File: src/rtl/skew_fifo_bank.sv
// skew_fifo_bank: per-lane delay lines that skew a DIM-wide word stream for a
// systolic array. Lane i delays by BASE_DEPTH+i (SKEW_DIR=0) or by
// BASE_DEPTH+(DIM-1-i) (SKEW_DIR=1). Each stage holds a data word and a valid bit.
// inflight counts the valid words currently held across all lanes.
//
// Optional feature macro: SKEW_FIFO_BANK_ZERO_INVALID_EN
//   defined   -> dout[i] reads 0 whenever vout[i] is 0
//   undefined -> dout[i] shows last-stage data unmasked
module skew_fifo_bank #(
  parameter int BITS       = 8,
  parameter int DIM        = 8,
  parameter int BASE_DEPTH = 8,
  parameter int SKEW_DIR   = 0,
  localparam int TOTAL     = DIM*BASE_DEPTH + DIM*(DIM-1)/2,
  localparam int CW        = $clog2(TOTAL+1)
) (
  input  logic                      clk,
  input  logic                      rst_n,
  input  logic                      en,
  input  logic                      flush,
  input  logic [DIM-1:0]            vin,
  input  logic [DIM-1:0][BITS-1:0]  din,
  output logic [DIM-1:0]            vout,
  output logic [DIM-1:0][BITS-1:0]  dout,
  output logic [CW-1:0]             inflight,
  output logic                      busy
);

  // Lane data is treated as two's complement by consumers; the bank only moves bits.

  function automatic logic [CW-1:0] popcnt(input logic [DIM-1:0] v);
    logic [CW-1:0] c;
    c = '0;
    for (int k = 0; k < DIM; k++) begin
      c = c + CW'(v[k]);
    end
    return c;
  endfunction

  logic [CW-1:0] inflight_q;

  for (genvar g = 0; g < DIM; g++) begin : g_lane
    localparam int DL = (SKEW_DIR == 0) ? (BASE_DEPTH + g) : (BASE_DEPTH + DIM - 1 - g);

    logic [BITS-1:0] data_q [DL];
    logic [DL-1:0]   vld_q;

    // Lane shift register; invalid words move through just like valid ones.
    always_ff @(posedge clk or negedge rst_n) begin
      if (!rst_n) begin
        for (int k = 0; k < DL; k++) begin
          data_q[k] <= '0;
        end
        vld_q <= '0;
      end else if (flush) begin
        for (int k = 0; k < DL; k++) begin
          data_q[k] <= '0;
        end
        vld_q <= '0;
      end else if (en) begin
        data_q[0] <= din[g];
        vld_q[0]  <= vin[g];
        for (int k = 1; k < DL; k++) begin
          data_q[k] <= data_q[k-1];
          vld_q[k]  <= vld_q[k-1];
        end
      end
    end

    assign vout[g] = vld_q[DL-1];
`ifdef SKEW_FIFO_BANK_ZERO_INVALID_EN
    assign dout[g] = vld_q[DL-1] ? data_q[DL-1] : '0;
`else
    assign dout[g] = data_q[DL-1];
`endif
  end

  // Occupancy tracking: words entering minus words leaving the last stage.
  // A word leaving always frees a stage, so the count stays within TOTAL.
  always_ff @(posedge clk or negedge rst_n) begin
    if (!rst_n) begin
      inflight_q <= '0;
    end else if (flush) begin
      inflight_q <= '0;
    end else if (en) begin
      inflight_q <= inflight_q + popcnt(vin) - popcnt(vout);
    end
  end

  assign inflight = inflight_q;
  assign busy     = (inflight_q != '0);

endmodule

File: config.mk
export PLATFORM = sky130hd
export DESIGN_NAME = skew_fifo_bank
export DESIGN_NICKNAME = d
export VERILOG_FILES = /design/src/rtl/skew_fifo_bank.sv
export SDC_FILE = /design/constraint.sdc
export NUM_CORES = 1
export LEC_CHECK = 0
export CORE_UTILIZATION = 30
export CTS_CLUSTER_DIAMETER = 30
export DETAILED_ROUTE_END_ITERATION = 12
export PLACE_DENSITY = 0.58
export SLEW_MARGIN = 20
export SYNTH_ARGS = -nofsm -noshare
export SYNTH_HDL_FRONTEND = slang
export SYNTH_SLANG_ARGS = --single-unit
File: constraint.sdc
create_clock -name clk -period 3.95 [get_ports clk]
set_clock_uncertainty 0.2 [all_clocks]
set_input_delay 0.395 -clock clk [delete_from_list [all_inputs] [get_ports clk]]
set_output_delay 0.395 -clock clk [all_outputs]
set_load 0.005 [all_outputs]
# == Word level (Yosys, flattened, before mapping) ==
# Cells that the tools add are included.
# word_totals
ff_bits,835
inputBits,76
out_inout_bits,80
# op_classes
addsub,16
muxes,34
reduce_logical,2
# op_table
op,count
2-to-1 mux 120 bit,2
2-to-1 mux 112 bit,2
2-to-1 mux 104 bit,2
2-to-1 mux 96 bit,2
2-to-1 mux 88 bit,2
2-to-1 mux 80 bit,2
2-to-1 mux 72 bit,2
2-to-1 mux 64 bit,2
2-to-1 mux 15 bit,2
2-to-1 mux 14 bit,2
2-to-1 mux 13 bit,2
2-to-1 mux 12 bit,2
2-to-1 mux 11 bit,2
2-to-1 mux 10 bit,2
2-to-1 mux 9 bit,2
2-to-1 mux 8 bit,2
adder 6 x 1 -> 7 bit,2
adder 7 x 1 -> 7 bit,2
2-to-1 mux 7 bit,2
adder 5 x 1 -> 6 bit,2
adder 4 x 1 -> 5 bit,2
adder 3 x 1 -> 4 bit,2
adder 7 bit,1
nonzero test 7 bit,1
other kinds (4),6

# == Depth between registers and ports, before layout ==
# Gate-level depths: netlist (run 1).
# logic_depth
ltp_word,11
depth_mapped,16
depth_no_buf,16

# == Least setup slack after synthesis (run 1) ==
# Ideal clock, no wire load.
# synth_timing
path_kind,input-to-reg
start,input port vin[3]
end,"register inflight_q[5], in the netlist inflight[5]"
setup_time_ps,94
t_arrival_ps,4058
path_slack_ps,-402
path_stages,13
n_path_buf,0
path_cell_list,fa_1 inv_1 fa_1 fa_1 fa_1 inv_1 fa_1 ha_1 fa_1 a21o_1 a21oi_1 xnor2_1 a211oi_1
# synth_via
elab_chain_cells,9
# synth_lines
element,line_no,source
from (decl),21,"input logic [DIM-1:0] vin,"
adder 3 x 1 -> 4 bit,35,c = c + CW'(v[k]);
adder 4 x 1 -> 5 bit,35,
adder 5 x 1 -> 6 bit,35,
adder 6 x 1 -> 7 bit,35,
adder 7 x 1 -> 7 bit,35,
adder 7 bit,86,inflight_q <= inflight_q + popcnt(vin) - popcnt(vout);
subtractor 7 bit,86,
2-to-1 mux 7 bit,85,end else if (en) begin
2-to-1 mux 7 bit,83,end else if (flush) begin
to (signal assigned),86,
to (decl),40,logic [CW-1:0] inflight_q;
# No other way between the ends. The select of a mux whose other input is x is not followed.
# A chain may end at the register's enable or synchronous reset.

# == Worst setup path after layout (run 1) ==
# layout_timing
start,register g_lane[1].vld_q[8]
end,"register inflight_q[6], in the netlist inflight[6]"
# layout_via
elab_chain_cells,10
# layout_lines
element,line_no,source
from (decl),46,logic [DL-1:0] vld_q;
"from (signal, indexed assignment)",65,vld_q[k] <= vld_q[k-1];
adder 1 x 1 -> 2 bit,35,
adder 2 x 1 -> 3 bit,35,
adder 3 x 1 -> 4 bit,35,
adder 4 x 1 -> 5 bit,35,
adder 5 x 1 -> 6 bit,35,
adder 6 x 1 -> 7 bit,35,
adder 7 x 1 -> 7 bit,35,
subtractor 7 bit,86,
2-to-1 mux 7 bit,85,
2-to-1 mux 7 bit,83,
# No other way between the ends. The select of a mux whose other input is x is not followed.

==> run metrics, run 1 <==
DR WL met2=approximately 27 mm; via count=between 20000 and 25000; clock sink count=835; Worst-Margin Slew=0.7201 ns; Final Hold Fails=0; Core ar.=114200 sq um; layout cells sized above 1=0.1342; Tightest Hold Check Type=input port to asynchronous set/reset pin; Tot GR Track Use=0.1153; Leak Pwr=~22 nW; clock buffer depth=3; slew margin rel.=0.5199; initial DRC count=1229; row count=about 120; RSZ-0062 raised after global routing=true; cell taking the most area after synthesis=dfrtp_1; Initial Util=0.3026; CTS buffer count=196; run status=finished with violations; Mean Syn Cell Area=12.23 sq um; crit path from=g_lane[1].vld_q[8]; fin crit period=around 4.3 ns; Final GP Congestion=slightly above 0.7; Clk pwr share=0.607; chip height=approximately 340 um; Ys Warns=0; Cell Count, Final, Fillers Out=roughly 4700; Buffers on Ports=roughly 160; startpoint types=register; Max H-tree Level=4; drt first pass iters=4; antenna viol nets, final=0; critical path class=register to register; switching power=about 0.0064 W; Hold WS=0.05051 ns; layout filler cell count=around 11000; ranking of synthesized cells by area=dfrtp_1, mux2i_1, nor2_1; worst reg2reg startpoint=g_lane[1].vld_q[8]; largest net degree at the start of global routing=115; routed len/inst=14.04 um; switching share of power=0.2357; IO Pins=156; Pwr Total=0.02714 W; Synth cell types=21; DIE AREA=about 120000 sq um; vias per inst=roughly 4.3; WL met1=about 34 mm; CTS tree=built; Seq pwr share=0.324; Max Cap Viol=0; cell area after synthesis=approximately 35000 sq um; R2R cell count=14; Crit. End Element=register; drc violations=0; reg2reg end=inflight[6]; CTS clk-pin slew, worst paths=~0.050 ns; Clock Tree Root=clkbuf_16; top routing layer in use=met5; area delta synth->final=29.03%; Net Count, Synth=~2900; Post-Synthesis Cells=between 2000 and 3000; PnR worst setup slack=-0.3706 ns; pwr dens=608.7 nW/um^2; Tcrit/Tclk final=1.094; WL met3=slightly above 4 mm; initial antenna violation count=4; Pint=around 0.021 W; largest fanout on the critical path=2; Req. time, crit path=4.39 ns; Seq/Total Area, Yosys=0.6048; Final Net Count=around 3100; HPWL after DPL=about 38 mm; gr ovfl total=0; Die Width=about 340 um; Inst Count DP=4300; routed wire length=65.93 mm; vias in the first global route=around 21000; first-pass GRT wire length=roughly 110 mm; clk_lat worst skew=0.78 ns; peak supply drop=roughly 0.44 mV; FF-to-FF setup slack=-0.37 ns; max-slew violation count=0; Combinational Power Share=0.070; area share of the largest cell type after synthesis=0.6048; Final Core Density=0.3904; failing checks=setup timing; # setup viols final=5; f_max=231.5 MHz; FF+latch count, synth=~840; Arrival @ worst endpoint=4.76 ns
## worst max path at each step
stage	to	cells after the start
detailed placement	inflight[6]	15
finish	inflight[6]	14
floorplan	inflight[6]	14
global route	inflight[6]	14
CTS	inflight[6]	14
global placement	inflight[6]	15
## kinds of logic after synthesis
logic type	count (synthesis)	share of synthesized area
compound gates	7	0.001303
xor+xnor	3	0.0007607
fa+ha+maj	22	0.01079
buf+inv	281	0.04853
flops	835	0.6048
mux	834	0.2417
simple gates	843	0.09217
## critical path, stage by stage, from the launching register on
cell	delay, ns
dfrtp_1	0.35
inv_2	0.05
fa_1	0.53
inv_1	0.05
fa_1	0.49
fa_1	0.42
fa_1	0.51
inv_2	0.04
fa_2	0.39
ha_4	0.17
a21o_1	0.16
nand4b_1	0.09
nor3b_2	0.18
mux2i_1	0.22
mux2_1	0.33
## layout by cell type, fill, tap and decap left out, types with 3 or more instances in the layout
cell type / instances
clkinvlp_4: 27
clkbuf_8: 32
clkbuf_1: 22
buf_12: 27
inv_1: 21
clkdlybuf4s50_1: 152
mux2i_1: 833
ha_1: 8
dfrtp_1: 835
fa_1: 11
buf_8: 3
clkinv_2: 36
clkbuf_16: 197
inv_6: 10
clkinv_16: 11
clkinv_4: 9
buf_4: 40
bufinv_16: 21
dlygate4sd3_1: 25
nor2_1: 836
## Yosys cell counts, drive strengths merged
library cell	n
xnor2	3
fa	13
nand2	2
mux2i	833
nor3b	1
buf	184
a21oi	3
dfrtp	835
nand3	1
clkbuf	74
nand4b	1
nor4	1
nor2b	1
inv	23
nor2	836
a211oi	2
a21o	2
ha	9
mux2	1
## cell type report
| class | count | area, sq um | area share |
|---|---|---|---|
| Clock inverter | 116 | 1550 | 0.03478 |
| Multi-Input combinational cell | 1709 | 12030 | 0.2699 |
| Timing Repair Buffer | 248 | 2669 | 0.05987 |
| Clock buffer | 251 | 5453 | 0.1223 |
| Antenna cell | 1 | 2.502 | 0.00005614 |
| Inverter | 23 | 86.33 | 0.001937 |
| Tap cell | 1512 | 1892 | 0.04244 |
| Sequential cell | 835 | 20900 | 0.4687 |
## registers in the layout, summed over array words and instances, names as in the netlist
signal,count
g_lane.data_q,672
g_lane.vld_q,92
dout,64
inflight,7
## layer usage
metal  vias to the layer above  track usage
li1                       9771            -
met1                      9850       0.1667
met2                       333       0.1539
met3                       134      0.04150
met4                         8      0.04671
met5                         -            0
## power groups by stage
stage                     sequential [W]  clock, W  combinational [W]
after floorplan                  0.00888         0            0.00104
after global placement           0.00891         0            0.00175
after detailed placement         0.00891         0            0.00176
after CTS                        0.00878    0.0169            0.00182
after global routing             0.00879    0.0173            0.00210
final                            0.00878    0.0165            0.00189
## metrics by stage
| step | setup TNS, ns | worst slack (ns) | instance area (sq um) |
|---|---|---|---|
| 2_1_floorplan | -0.5256 | -0.2763 | 34560 |
| 3_3_place_gp | -4.001 | -0.9404 | 37260 |
| 3_5_place_dp | -4.155 | -0.9768 | 37260 |
| 4_1_cts | -1.040 | -0.4037 | 44540 |
| 5_1_grt | -1.742 | -0.5409 | 44580 |
| 6_report | -1.017 | -0.3706 | 44580 |
## what timing repair did
action / CTS / global route
cloned: 0 / 0
pin swaps: 10 / 8
resized for setup: 4 / 6
hold endpoints to repair: 399 / 0
setup endpoints to repair: 5 / 5
buffers inserted: 1 / 2
hold buffers: 25 / 0
Power figures use the tool's default switching activity.
==> run 2, diff against run 1 <==
--- a/config.mk
+++ b/config.mk
@@ -6,6 +6,7 @@
 export NUM_CORES = 1
 export LEC_CHECK = 0
 export CORE_UTILIZATION = 30
+export CTS_BUF_LIST = sky130_fd_sc_hd__clkbuf_8
 export CTS_CLUSTER_DIAMETER = 30
 export DETAILED_ROUTE_END_ITERATION = 12
 export PLACE_DENSITY = 0.58
==> run 2 against run 1 <==
Compared with the run above: clock power decreased by 30%; the run still ends with setup timing left; hold slack improved by 0.045 ns; register-to-register slack about the same; non-clock buffer count increased by 47; wire length about the same; largest power group unchanged; sequential share of layout area increased by 2.0 points; via count about the same; fmax about the same; global-route usage decreased by 0.080 points; first-iteration DRC count increased by 2.8%; flip-flop and latch count unchanged.
==> run metrics, run 2 (synthesis results as in run 1) <==
area delta synth->final=23.83%; peak supply drop=0.2762 mV (-38%); Initial Util=0.3026 (unchanged); PnR worst setup slack=-0.3740 ns (-0.003417 ns); slew margin rel.=0.5304 (+0.01046); startpoint types=register; vias per inst=4.238 (-0.99%); gr ovfl total=0 (unchanged); drc violations=0 (unchanged); most frequent cells in the layout=nor2_1, dfrtp_1, mux2i_1; Tot GR Track Use=0.1145 (-0.0008029); clk_lat worst skew=0.86 ns (+0.08 ns); CTS tree=built; antenna viol nets, final=0 (unchanged); max reg flops=672 (unchanged); routed wire length=65.98 mm (about the same); first-pass GRT wire length=110.2 mm (-0.80%); largest fanout on the critical path=2 (unchanged); DIE AREA=116500 sq um (unchanged); Tcrit/Tclk final=1.095 (about the same); Leak Pwr=21.82 nW (-2.9%); row count=124 (unchanged); Buffers on Ports=155 (unchanged); RSZ-0062 raised after global routing=true; commonest non-fill, non-tap cell in the layout=nor2_1; Clock Tree Root=clkbuf_8; Final GP Congestion=0.7259 (unchanged); initial antenna violation count=5 (+1); CTS buffer count=196 (unchanged); largest net degree at the start of global routing=115 (unchanged); f_max=231.3 MHz (about the same); Arrival @ worst endpoint=4.84 ns (+0.08 ns); fin crit period=4.324 ns (+0.003417 ns); clock buffer depth=3 (unchanged); via count=20110 (+0.045%); vias in the first global route=20580 (-0.69%); Max H-tree Level=4 (unchanged); Cell Count, Final, Fillers Out=4744 (+1.0%); Final Hold Fails=0 (unchanged); # setup viols final=5 (unchanged); Largest Register=g_lane.data_q; run status=finished with violations; Max Cap Viol=0 (unchanged); CTS clk-pin slew, worst paths=0.05 ns (about the same); Tightest Hold Check Type=input port to register; layout filler cell count=11140 (+2.2%); layout cells sized above 1=0.1285 (-0.005709); Final Net Count=3158 (+1.5%); drt first pass iters=5 (+1); routed len/inst=13.91 um (-0.96%); IO Pins=156 (unchanged); HPWL after DPL=37.65 mm (unchanged); clock sink count=835 (unchanged); Inst Count DP=4300 (unchanged); initial DRC count=1264 (+2.8%); Crit. End Element=register; pwr dens=518.5 nW/um^2 (-15%); Hold WS=0.09503 ns (+0.04451 ns); failing checks=setup timing; max-slew violation count=0 (unchanged); Core ar.=114200 sq um (unchanged); Die Width=341.4 um (unchanged); Worst-Margin Slew=0.7044 ns (-0.01569 ns); Req. time, crit path=4.46 ns (+0.07 ns); chip height=341.4 um (unchanged); critical path class=register to register
-- run 2: report_power, final --
group	switching, W	internal, W
Combinational	0.00103	0.000903
Sequential	0.0000840	0.00868
Clock	0.00437	0.00711
Total	0.00549	0.0167
-- run 2: layout make-up --
type	instances	area, sq um	share of cell area
timing repair buffer	295	3154	0.07373
multi-input combinational	1709	12030	0.2812
antenna	2	5.005	0.0001170
sequential	835	20900	0.4884
inverter	23	86.33	0.002018
clock inverter	133	1485	0.03471
tap	1512	1892	0.04422
clock buffer	235	3234	0.07560
-- run 2: per-layer routing --
layer / track usage / up-vias / part of all wire
met3: 0.03922 / 131 / 0.064
met4: 0.04858 / 8 / 0.023
met5: 0 / - / 0.00086
met1: 0.1659 / 9775 / 0.51
met2: 0.1530 / 335 / 0.40
li1: - / 9856 / -
-- run 2: worst max-delay path, cell delays in order, from the launching register on --
cell and delay, ns:
dfrtp_1 0.36, inv_2 0.05, fa_1 0.54, inv_1 0.05, fa_1 0.49, fa_1 0.42
fa_1 0.51, inv_2 0.04, fa_2 0.39, ha_4 0.17, a21o_1 0.16, nand4b_1 0.09
nor3b_2 0.18, mux2i_1 0.22, mux2_1 0.33
-- run 2: per-stage QoR --
| stage | setup TNS [ns] | setup WS, ns | cell area [sq um] | total power (W) | util |
|---|---|---|---|---|---|
| after floorplan | -0.5256 | -0.2763 | 34560 | 0.009923 | - |
| after global placement | -4.001 | -0.9404 | 37260 | 0.01065 | 0.3263 |
| after detailed placement | -4.155 | -0.9768 | 37260 | 0.01067 | 0.3263 |
| after CTS | -1.037 | -0.4080 | 42730 | 0.02250 | 0.3742 |
| after global routing | -1.714 | -0.5411 | 42780 | 0.02324 | 0.3746 |
| final | -1.012 | -0.3740 | 42780 | 0.02218 | 0.3747 |
-- run 2: final timing paths --
kind,startpoint,endpoint,slack (ns),depth (start not counted)
worst max register to register,g_lane[1].vld_q[8],inflight[6],-0.37,14
max in group asynchronous,rst_n,g_lane[3].data_q[24],2.83,3
worst max-delay path,g_lane[1].vld_q[8],inflight[6],-0.37,14
worst min-delay path,vin[2],g_lane[2].vld_q[0],0.1,3
worst min register to register,g_lane[2].data_q[67],g_lane[2].data_q[59],0.28,2
min in group asynchronous,rst_n,g_lane[6].data_q[36],0.18,3
-- run 2: repair_timing --
action / CTS / global route
cloned: 0 / 0
pin swaps: 10 / 8
setup endpoints to repair: 5 / 5
endpoints found under the hold margin: 999 / 0
setup buffers: 1 / 3
resized for setup: 4 / 6
hold buffers: 71 / 0
